$ cat src/rtl/data_pkg.sv
// rtl/data_pkg.sv - shared types and constants for the data_sel_reg slice
package data_pkg;

  typedef enum logic {
    EMPTY = 1'b0,
    FULL  = 1'b1
  } state_t;

  localparam logic MODE_FIXED = 1'b0;
  localparam logic MODE_RR    = 1'b1;

endpackage

$ cat src/rtl/data_sel_reg_if.sv
// rtl/data_sel_reg_if.sv - channel inputs, output handshake and status bundle
interface data_sel_reg_if #(
  parameter int WIDTH    = 2,
  parameter int CHANNELS = 2,
  parameter int SEL_W    = $clog2(CHANNELS),
  parameter int CNT_W    = 8
);

  logic                      mode;
  logic [SEL_W-1:0]          sel;
  logic [CHANNELS-1:0]       in_valid;
  logic [CHANNELS*WIDTH-1:0] in_data;
  logic [CHANNELS-1:0]       in_ready;
  logic                      out_valid;
  logic [WIDTH-1:0]          out_data;
  logic [SEL_W-1:0]          out_ch;
  logic                      out_ready;
  logic [CNT_W-1:0]          xfer_cnt;

  // Sources and consumer side.
  modport master (
    output mode, sel, in_valid, in_data, out_ready,
    input  in_ready, out_valid, out_data, out_ch, xfer_cnt
  );

  // Selector register side.
  modport slave (
    input  mode, sel, in_valid, in_data, out_ready,
    output in_ready, out_valid, out_data, out_ch, xfer_cnt
  );

endinterface

$ cat src/rtl/data_rr_arb.sv
// rtl/data_rr_arb.sv - combinational fixed-index / round-robin channel grant
module data_rr_arb
  import data_pkg::*;
#(
  parameter int CHANNELS = 2,
  parameter int SEL_W    = $clog2(CHANNELS)
) (
  input  logic [CHANNELS-1:0] in_valid,
  input  logic [SEL_W-1:0]    ptr,
  input  logic                mode,
  input  logic [SEL_W-1:0]    sel,
  output logic                gnt_valid,
  output logic [SEL_W-1:0]    gnt_idx
);

  // Pick one channel; in round-robin the search runs farthest-first so the
  // nearest valid channel after ptr is the last (winning) assignment.
  always_comb begin
    int c;
    gnt_valid = 1'b0;
    gnt_idx   = '0;
    c         = 0;
    if (mode == MODE_FIXED) begin
      // Comparing against every legal index means an out-of-range sel never matches.
      for (int k = 0; k < CHANNELS; k++) begin
        if (sel == SEL_W'(k) && in_valid[k]) begin
          gnt_valid = 1'b1;
          gnt_idx   = SEL_W'(k);
        end
      end
    end else begin
      for (int i = CHANNELS; i >= 1; i--) begin
        c = int'(ptr) + i;
        if (c >= CHANNELS) c = c - CHANNELS;
        for (int k = 0; k < CHANNELS; k++) begin
          if (k == c && in_valid[k]) begin
            gnt_valid = 1'b1;
            gnt_idx   = SEL_W'(k);
          end
        end
      end
    end
  end

endmodule

$ cat src/rtl/data_sel_reg.sv
// rtl/data_sel_reg.sv - arbitrated single-entry output register with valid/ready
module data_sel_reg
  import data_pkg::*;
#(
  parameter int WIDTH    = 2,
  parameter int CHANNELS = 2,
  parameter int SEL_W    = $clog2(CHANNELS),
  parameter int CNT_W    = 8
) (
  input logic           clk,
  input logic           rst_n,
  data_sel_reg_if.slave bus
);

  state_t              state_q, state_d;
  logic [SEL_W-1:0]    ptr_q;
  logic [SEL_W-1:0]    out_ch_q;
  logic [WIDTH-1:0]    out_data_q;
  logic [CNT_W-1:0]    xfer_cnt_q;
  logic                gnt_valid;
  logic [SEL_W-1:0]    gnt_idx;
  logic [WIDTH-1:0]    gnt_data;
  logic [CHANNELS-1:0] in_ready;
  logic                slot_free;
  logic                accept;
  logic                drain;

  data_rr_arb #(
    .CHANNELS (CHANNELS),
    .SEL_W    (SEL_W)
  ) u_arb (
    .in_valid  (bus.in_valid),
    .ptr       (ptr_q),
    .mode      (bus.mode),
    .sel       (bus.sel),
    .gnt_valid (gnt_valid),
    .gnt_idx   (gnt_idx)
  );

  // The slot can take a word when empty or when the held word leaves this cycle;
  // this is the intentional out_ready -> in_ready combinational path.
  assign slot_free = (state_q == EMPTY) || bus.out_ready;
  assign accept    = rst_n && gnt_valid && slot_free;
  assign drain     = (state_q == FULL) && bus.out_ready;

  // Steer ready to the granted channel only and mux out its data word.
  always_comb begin
    in_ready = '0;
    gnt_data = '0;
    for (int k = 0; k < CHANNELS; k++) begin
      if (gnt_idx == SEL_W'(k)) begin
        in_ready[k] = accept;
        gnt_data    = bus.in_data[k*WIDTH +: WIDTH];
      end
    end
  end

  // Next state: load wins over drain, so a simultaneous drain+fill stays FULL.
  always_comb begin
    state_d = state_q;
    unique case (state_q)
      EMPTY: if (accept) state_d = FULL;
      FULL: begin
        if (accept)             state_d = FULL;
        else if (bus.out_ready) state_d = EMPTY;
      end
      default: state_d = EMPTY;
    endcase
  end

  // State register; reset discards any held word.
  always_ff @(posedge clk or negedge rst_n) begin
    if (!rst_n) state_q <= EMPTY;
    else        state_q <= state_d;
  end

  // Capture the granted word and remember its channel as the round-robin origin.
  always_ff @(posedge clk or negedge rst_n) begin
    if (!rst_n) begin
      out_data_q <= '0;
      out_ch_q   <= '0;
      ptr_q      <= SEL_W'(CHANNELS - 1);
    end else if (accept) begin
      out_data_q <= gnt_data;
      out_ch_q   <= gnt_idx;
      ptr_q      <= gnt_idx;
    end
  end

  // Count completed output transfers, wrapping naturally.
  always_ff @(posedge clk or negedge rst_n) begin
    if (!rst_n)     xfer_cnt_q <= '0;
    else if (drain) xfer_cnt_q <= xfer_cnt_q + 1'b1;
  end

  assign bus.in_ready  = in_ready;
  assign bus.out_valid = (state_q == FULL);
  assign bus.out_data  = out_data_q;
  assign bus.out_ch    = out_ch_q;
  assign bus.xfer_cnt  = xfer_cnt_q;

endmodule

$ cat src/flat_wrapper.sv
// flat-port wrapper written by rule: the top's interface ports become plain ports
module data_sel_reg_flat import data_pkg::*;
#(
  parameter int WIDTH    = 2,
  parameter int CHANNELS = 2,
  parameter int SEL_W    = $clog2(CHANNELS),
  parameter int CNT_W    = 8
)
  (clk, rst_n, bus_mode, bus_sel, bus_in_valid, bus_in_data, bus_out_ready, bus_in_ready, bus_out_valid, bus_out_data, bus_out_ch, bus_xfer_cnt);
  data_sel_reg_if #(.WIDTH(WIDTH), .CHANNELS(CHANNELS), .SEL_W(SEL_W), .CNT_W(CNT_W)) bus_i ();
  input logic clk;
  input logic rst_n;
  input wire logic [$bits(bus_i.mode)-1:0] bus_mode;
  input wire logic [$bits(bus_i.sel)-1:0] bus_sel;
  input wire logic [$bits(bus_i.in_valid)-1:0] bus_in_valid;
  input wire logic [$bits(bus_i.in_data)-1:0] bus_in_data;
  input wire logic [$bits(bus_i.out_ready)-1:0] bus_out_ready;
  output wire logic [$bits(bus_i.in_ready)-1:0] bus_in_ready;
  output wire logic [$bits(bus_i.out_valid)-1:0] bus_out_valid;
  output wire logic [$bits(bus_i.out_data)-1:0] bus_out_data;
  output wire logic [$bits(bus_i.out_ch)-1:0] bus_out_ch;
  output wire logic [$bits(bus_i.xfer_cnt)-1:0] bus_xfer_cnt;
  assign bus_i.mode = bus_mode;
  assign bus_i.sel = bus_sel;
  assign bus_i.in_valid = bus_in_valid;
  assign bus_i.in_data = bus_in_data;
  assign bus_i.out_ready = bus_out_ready;
  assign bus_in_ready = bus_i.in_ready;
  assign bus_out_valid = bus_i.out_valid;
  assign bus_out_data = bus_i.out_data;
  assign bus_out_ch = bus_i.out_ch;
  assign bus_xfer_cnt = bus_i.xfer_cnt;
  data_sel_reg #(.WIDTH(WIDTH), .CHANNELS(CHANNELS), .SEL_W(SEL_W), .CNT_W(CNT_W)) u_core (.clk(clk), .rst_n(rst_n), .bus(bus_i));
endmodule
$ cat config.mk
export PLATFORM = sky130hd
export DESIGN_NAME = data_sel_reg_flat
export DESIGN_NICKNAME = d
export VERILOG_FILES = /design/src/rtl/data_pkg.sv /design/src/rtl/data_sel_reg_if.sv /design/src/rtl/data_rr_arb.sv /design/src/rtl/data_sel_reg.sv /design/src/flat_wrapper.sv
export SDC_FILE = /design/constraint.sdc
export NUM_CORES = 1
export LEC_CHECK = 0
export BUFFER_PORTS_ARGS = -buffer_cell sky130_fd_sc_hd__buf_2
export CAP_MARGIN = 20
export CORE_MARGIN = 4
export CORE_UTILIZATION = 47
export DETAILED_ROUTE_END_ITERATION = 12
export GPL_ROUTABILITY_DRIVEN = 0
export MAX_ROUTING_LAYER = met4
export PLACE_DENSITY_LB_ADDON = 0.15
export SKIP_CTS_REPAIR_TIMING = 1
export SYNTH_ARGS = -nofsm -noshare
export SYNTH_HDL_FRONTEND = slang
export SYNTH_SLANG_ARGS = --single-unit
$ cat constraint.sdc
create_clock -name clk -period 3.15 [get_ports clk]
set_clock_uncertainty 0.1 [all_clocks]
set_input_delay 0.315 -clock clk [delete_from_list [all_inputs] [get_ports clk]]
set_output_delay 0.315 -clock clk [all_outputs]
set_load 0.02 [all_outputs]
* Word-level counts from Yosys, hierarchy flattened
Index checks and enable logic that the tools add are counted.
** Storage, ports and cells
- Flip-flop bits (word level) :: 13
- Input port bits :: 11
- Word-level logic and storage cells :: 51
** Operators by class
- Add/subtract/negate cells :: 5
- Magnitude comparators :: 2
- Equality and inequality tests :: 2
- Multiplexer cells :: 23
- Bitwise gates (word level) :: 2
- Reductions and logical operators :: 12
** Operators with widths (number)
- 2-to-1 mux 32 bit :: 4
- == test 2 x 32 -> 1 bit, first input constant :: 2
- logical NOT 32 bit :: 2
- 2-to-1 mux 1 bit :: 17
- logical AND 1 bit :: 9
- adder 8 x 1 -> 8 bit, second input constant :: 1
- subtractor 3 x 2 -> 4 bit, second input constant :: 1
- adder 1 x 2 -> 3 bit, second input constant :: 1
- greater-or-equal comparator 3 x 2 -> 1 bit, second input constant :: 1
- subtractor 2 x 2 -> 3 bit, second input constant :: 1
- adder 1 x 1 -> 2 bit, second input constant :: 1
- greater-or-equal comparator 2 bit, second input constant :: 1
- 2-to-1 mux 2 bit :: 1
- NOT 1 bit :: 2
- case mux 1 bit (2 select lines) :: 1
- logical OR 1 bit :: 1

* Longest topological paths before layout
- Depth in word-level cells :: 15
- Mapped depth :: 4
- Gate-level depth less buffers :: 4

* Cells and area by module
From an unflattened synthesis, not the netlist that was laid out.
** Unflattened totals
- Cell total of the unflattened synthesis :: 52
- Area, all modules :: 621.8 µm²
** Modules (own cells, without submodules)
- data_sel_reg :: instances 1, cells an instance 46, area each 590.6 µm², sequential area each 326.6 µm²
- data_rr_arb :: instances 1, cells an instance 6, area each 31.3 µm², sequential area each 0.0 µm²

* Worst setup path after synthesis
No wires, ideal clock.
- Path type :: reg2out
- From :: register u_core.state_q (netlist: u_core.bus.out_valid)
- To :: output bus_in_ready[0]
- Arrival time :: 1.346 ns
- Required time :: 2.735 ns
- Path slack :: 1.389 ns
- Stages on the path, launching flop included :: 3
- Buffers on the path :: 0
- Cell sequence :: dfrtp_1 > nor2b_1 > nor4_1
** On the way
- Longest elaborated chain between the ends :: 4
** Ends and longest elaborated chain
- start, declared :: RTL line data_sel_reg.sv:15 : state_t state_q, state_d;
- start signal, assigned :: RTL line data_sel_reg.sv:74 : else state_q <= state_d;
- NOT 1 bit :: RTL line data_sel_reg.sv:42 : assign slot_free = (state_q == EMPTY) || bus.out_ready;
- logical OR 1 bit :: RTL line data_sel_reg.sv:42
- logical AND 1 bit :: RTL line data_sel_reg.sv:43 : assign accept = rst_n && gnt_valid && slot_free;
- 2-to-1 mux 1 bit :: RTL line data_sel_reg.sv:51 : if (gnt_idx == SEL_W'(k)) begin
- end, declared :: RTL line flat_wrapper.sv:18 : output wire logic [$bits(bus_i.in_ready)-1:0] bus_in_ready;
No other way between the ends.

* Worst setup path after layout
- From :: input rst_n
- To :: output bus_in_ready[1]
** On the way
- Longest elaborated chain between the ends :: 3
** Ends and longest elaborated chain
- start, declared :: RTL line flat_wrapper.sv:12 : input logic rst_n;
- logical AND 1 bit (2 in a row) :: RTL line data_sel_reg.sv:43
- 2-to-1 mux 1 bit :: RTL line data_sel_reg.sv:51
No other way between the ends.

==> Implementation_results.wiki <==
{| class="wikitable"
! Metric !! Value
|-
| Syn_area_per_cell || 12.5 sq um
|-
| Reg power frac || 46.7%
|-
| Global route overflow || 0
|-
| Outcome || complete, no violations
|-
| Design internal power || 0.000352 W
|-
| Reg-to-reg setup timing slack || 1.69 ns
|-
| Area grow syn2layout || 28.1%
|-
| Most frequent cells in the layout || sky130_fd_sc_hd__buf_2 (24), sky130_fd_sc_hd__dfrtp_1 (12), sky130_fd_sc_hd__mux2_2 (7)
|-
| Net total in the final layout || 92
|-
| Final-layout setup total negative slack || 0 ns
|-
| Area enclosed by the die boundary || 1970 sq um
|-
| Final antenna-violating net count || 0
|-
| Post-DR wirelength/cell || 12.4 um
|-
| Inserted Clock Buffers || 3
|-
| Fraction of the cycle the final worst path needs || 75.1%
|-
| Ratio of routed vias to standard cells || 5.15
|-
| Diodes inserted || 0
|-
| Clock-pin transition on the worst setup and hold timing paths || 0.07 ns
|-
| Logic gate share of total power || 35.6%
|-
| CTS tree || yes
|-
| Clock network power share || 17.7%
|-
| Master cell of the clock root buffer || sky130_fd_sc_hd__clkbuf_4
|-
| Adder-cell area share of the yosys netlist || 2.01%
|-
| Top area cells in the synthesized netlist || sky130_fd_sc_hd__dfrtp_1 (48%), sky130_fd_sc_hd__mux2_2 (13%), sky130_fd_sc_hd__xnor2_1 (8.4%)
|-
| Critical Path Fanout Max || 14
|-
| Insertion delay to the later sink of the worst-skew pair || 0.28 ns
|-
| # port buffers || 24
|-
| Most frequent standard cell in the layout excluding fill and tap cells || sky130_fd_sc_hd__buf_2
|-
| Peak VDD IR || 0.000465 V
|-
| Filler cells || 95
|-
| Final hold violation count || 0
|-
| Path type of the worst min-delay path || input pin to flop
|-
| Number of nets in the synthesized netlist || 62
|-
| Data required time at the worst endpoint || 2.73 ns
|-
| Seq cells post-synth || 13
|-
| Vias in the first global route || 459
|-
| Largest family of logic cells by synthesized area || simple AND/OR/NAND/NOR gates
|-
| Kind of critical path || input pin to primary output
|-
| Peak clock frequency supported by timing || 422 MHz
|-
| Relative slew margins || 71.6%
|-
| Area share of the leading cell type in the synthesized netlist || 48.2%
|-
| Worst Tran Pin Value || 0.423 ns
|-
| Multiplexer share of the synthesized area || 12.7%
|-
| Detail Placement HPWL || 933 um
|-
| Worst-case hold path end point || u_core.bus.out_valid
|-
| Crit-path max cell delay || 0.53 ns
|-
| Mapped cell area || 623 sq um
|-
| Net switching power || 0.000223 W
|-
| Sequential-to-total area share from yosys stat || 52.4%
|-
| Fin crit period || 2.37 ns
|-
| Most frequent cell on the critical path || sky130_fd_sc_hd__buf_2
|-
| Basic-gate share of the synthesized area counting and, or, nand and nor cells || 15.1%
|-
| P per Cell Area || 720 nW/um^2
|-
| Master of the slowest instance on the critical path || sky130_fd_sc_hd__dlygate4sd3_1
|-
| Number of clock sinks || 13
|-
| Clk buf depth || 2
|-
| I/O Pins || 25
|-
| Largest net degree at the start of global routing || 15
|-
| Net switching share of the total power || 38.7%
|-
| Sort of element at the start of the critical path || input pin
|-
| Cells along the critical path || dlygate4sd3_1, buf_2, o31ai_2, nor3_4, and2_2, buf_2
|-
| Die outline height || 44.4 um
|-
| Die width || 44.4 um
|-
| Total power after layout || 0.000575 W
|-
| Starting DRT DRC Count || 2
|-
| Max-cap violation count || 0
|-
| Cell variety after synth || 22
|-
| Maximum level of the CTS H-tree || 1
|-
| Data arrival time of the critical path || 1.95 ns
|-
| Vias after detailed routing || 479
|-
| Leakage power || 0.379 nW
|-
| Cells on Worst Hold Path || 3
|-
| Compound-gate portion of the synthesized area || 7.43%
|-
| Antenna violations before repair || 0
|-
| Total core area || 1170 sq um
|-
| Share of final-layout standard cells stronger than drive strength 1 || 51.9%
|-
| Max-slew violation count || 0
|-
| Remaining routing DRC violations || 0
|-
| Logic depth of the worst register-to-register path || 3
|-
| Startpoint of the worst register-to-register path || u_core.ptr_q
|-
| DRT Pass-1 Iters || 3
|-
| Post-synthesis share of cell area spent on xor and xnor gates || 9.84%
|-
| Cells after Synth || 50
|-
| Source of the worst hold timing path || bus_in_valid[1]
|-
| Global-route wire length before repair || 1990 um
|-
| Final setup vio count || 0
|-
| Global-route usage over all layers || 14.9%
|-
| Cell row count || 12
|-
| Initial cell density of the core || 53.2%
|-
| Detailed-route wire length || 1150 um
|-
| Area leader, netlist || sky130_fd_sc_hd__dfrtp_1
|-
| Critical path endpoint category || primary output
|-
| Yosys warns || 0
|-
| Reg-to-Reg End || u_core.bus.out_data[0]
|-
| RSZ-0062 raised after global routing || false
|}
[per-stage QoR]
| step | area, sq um | util, % | hold WS (ns) | setup slack (ns) | std cells |
|---|---|---|---|---|---|
| after floorplan | 623 | - | -0.0806 | 1.39 | 50 |
| after global placement | 761 | 65.0 | 0.124 | 1.33 | 88 |
| after detailed placement | 761 | 65.0 | 0.124 | 1.30 | 88 |
| after CTS | 788 | 67.3 | -0.191 | 1.29 | 92 |
| after global routing | 798 | 68.2 | 0.258 | 0.628 | 93 |
| final | 798 | 68.2 | 0.256 | 0.783 | 93 |
[worst max-delay path, delay by kind of cell]
family	cells	cell delay, ns
buffers and inverters	3	0.97
and+or+nand+nor	2	0.48
AOI/OAI and AO/OA	1	0.18
[routing by layer]
| layer | vias to the layer above | wire length [um] | track usage (%) | part of all wire [%] |
|---|---|---|---|---|
| met2 | 12 | 574 | 22.7 | 50 |
| li1 | 232 | - | - | - |
| met3 | 3 | 74 | 4.88 | 6.4 |
| met1 | 232 | 479 | 17.0 | 42 |
| met5 | - | 0 | - | 0 |
| met4 | 0 | 24 | 9.04 | 2.1 |
[synth_stat cells]
library cell and number:
sky130_fd_sc_hd__dfrtp_1 12, sky130_fd_sc_hd__mux2_2 7, sky130_fd_sc_hd__xnor2_1 6, sky130_fd_sc_hd__nand2_1 4
sky130_fd_sc_hd__nor2_1 3, sky130_fd_sc_hd__nand4_1 2, sky130_fd_sc_hd__a21oi_2 1, sky130_fd_sc_hd__a31oi_2 1
sky130_fd_sc_hd__and2_2 1, sky130_fd_sc_hd__dfstp_2 1, sky130_fd_sc_hd__ha_1 1, sky130_fd_sc_hd__inv_1 1
sky130_fd_sc_hd__nand2b_1 1, sky130_fd_sc_hd__nand3_1 1, sky130_fd_sc_hd__nor2b_1 1, sky130_fd_sc_hd__nor3_4 1
sky130_fd_sc_hd__nor4_1 1, sky130_fd_sc_hd__o21ai_1 1, sky130_fd_sc_hd__o21bai_1 1, sky130_fd_sc_hd__o31ai_2 1
sky130_fd_sc_hd__or4_1 1, sky130_fd_sc_hd__xor2_1 1
[flip-flops by register name, indices dropped and copies added, names as in the netlist]
name and flops:
u_core.ptr_q 1, u_core.bus.out_valid 1, u_core.bus.out_ch 1, u_core.bus.xfer_cnt 8, u_core.bus.out_data 2
[worst max-delay path by stage]
stage                                  to  slack, ns                  from
final                     bus_in_ready[1]       0.78                 rst_n
after global routing      bus_in_ready[1]       0.63                 rst_n
after CTS                 bus_in_ready[1]       1.29  u_core.bus.out_valid
after detailed placement  bus_in_ready[1]       1.30                 rst_n
after global placement    bus_in_ready[1]       1.33                 rst_n
after floorplan           bus_in_ready[0]       1.39  u_core.bus.out_valid
[power groups by stage]
stage	logic (W)	registers (W)	clock network (W)
finish	0.000205	0.000268	0.000102
global route	0.000225	0.000281	0.000114
CTS	0.000208	0.000270	0.000107
detailed placement	0.000208	0.000273	0
global placement	0.000202	0.000270	0
floorplan	0.0000770	0.000322	0
[area by class of cell]
| type | count | area, sq um | area share (%) |
|---|---|---|---|
| clock buffers | 3 | 22.5 | 2.82 |
| clock inverters | 1 | 5.00 | 0.627 |
| inverters | 1 | 3.75 | 0.470 |
| multi-input cells | 36 | 293 | 36.7 |
| flip-flops and latches | 13 | 327 | 40.9 |
| well taps | 14 | 17.5 | 2.19 |
| repair buffers | 25 | 130 | 16.3 |
[cells by family after synthesis]
logic type,Yosys count
xor gates and xnor gates,7
buffers and inverters,1
AOI/OAI and AO/OA,5
and+or+nand+nor,16
DFF,13
muxes,7
adders and majority gates,1
No activity file was read; power rests on OpenSTA's default activity.
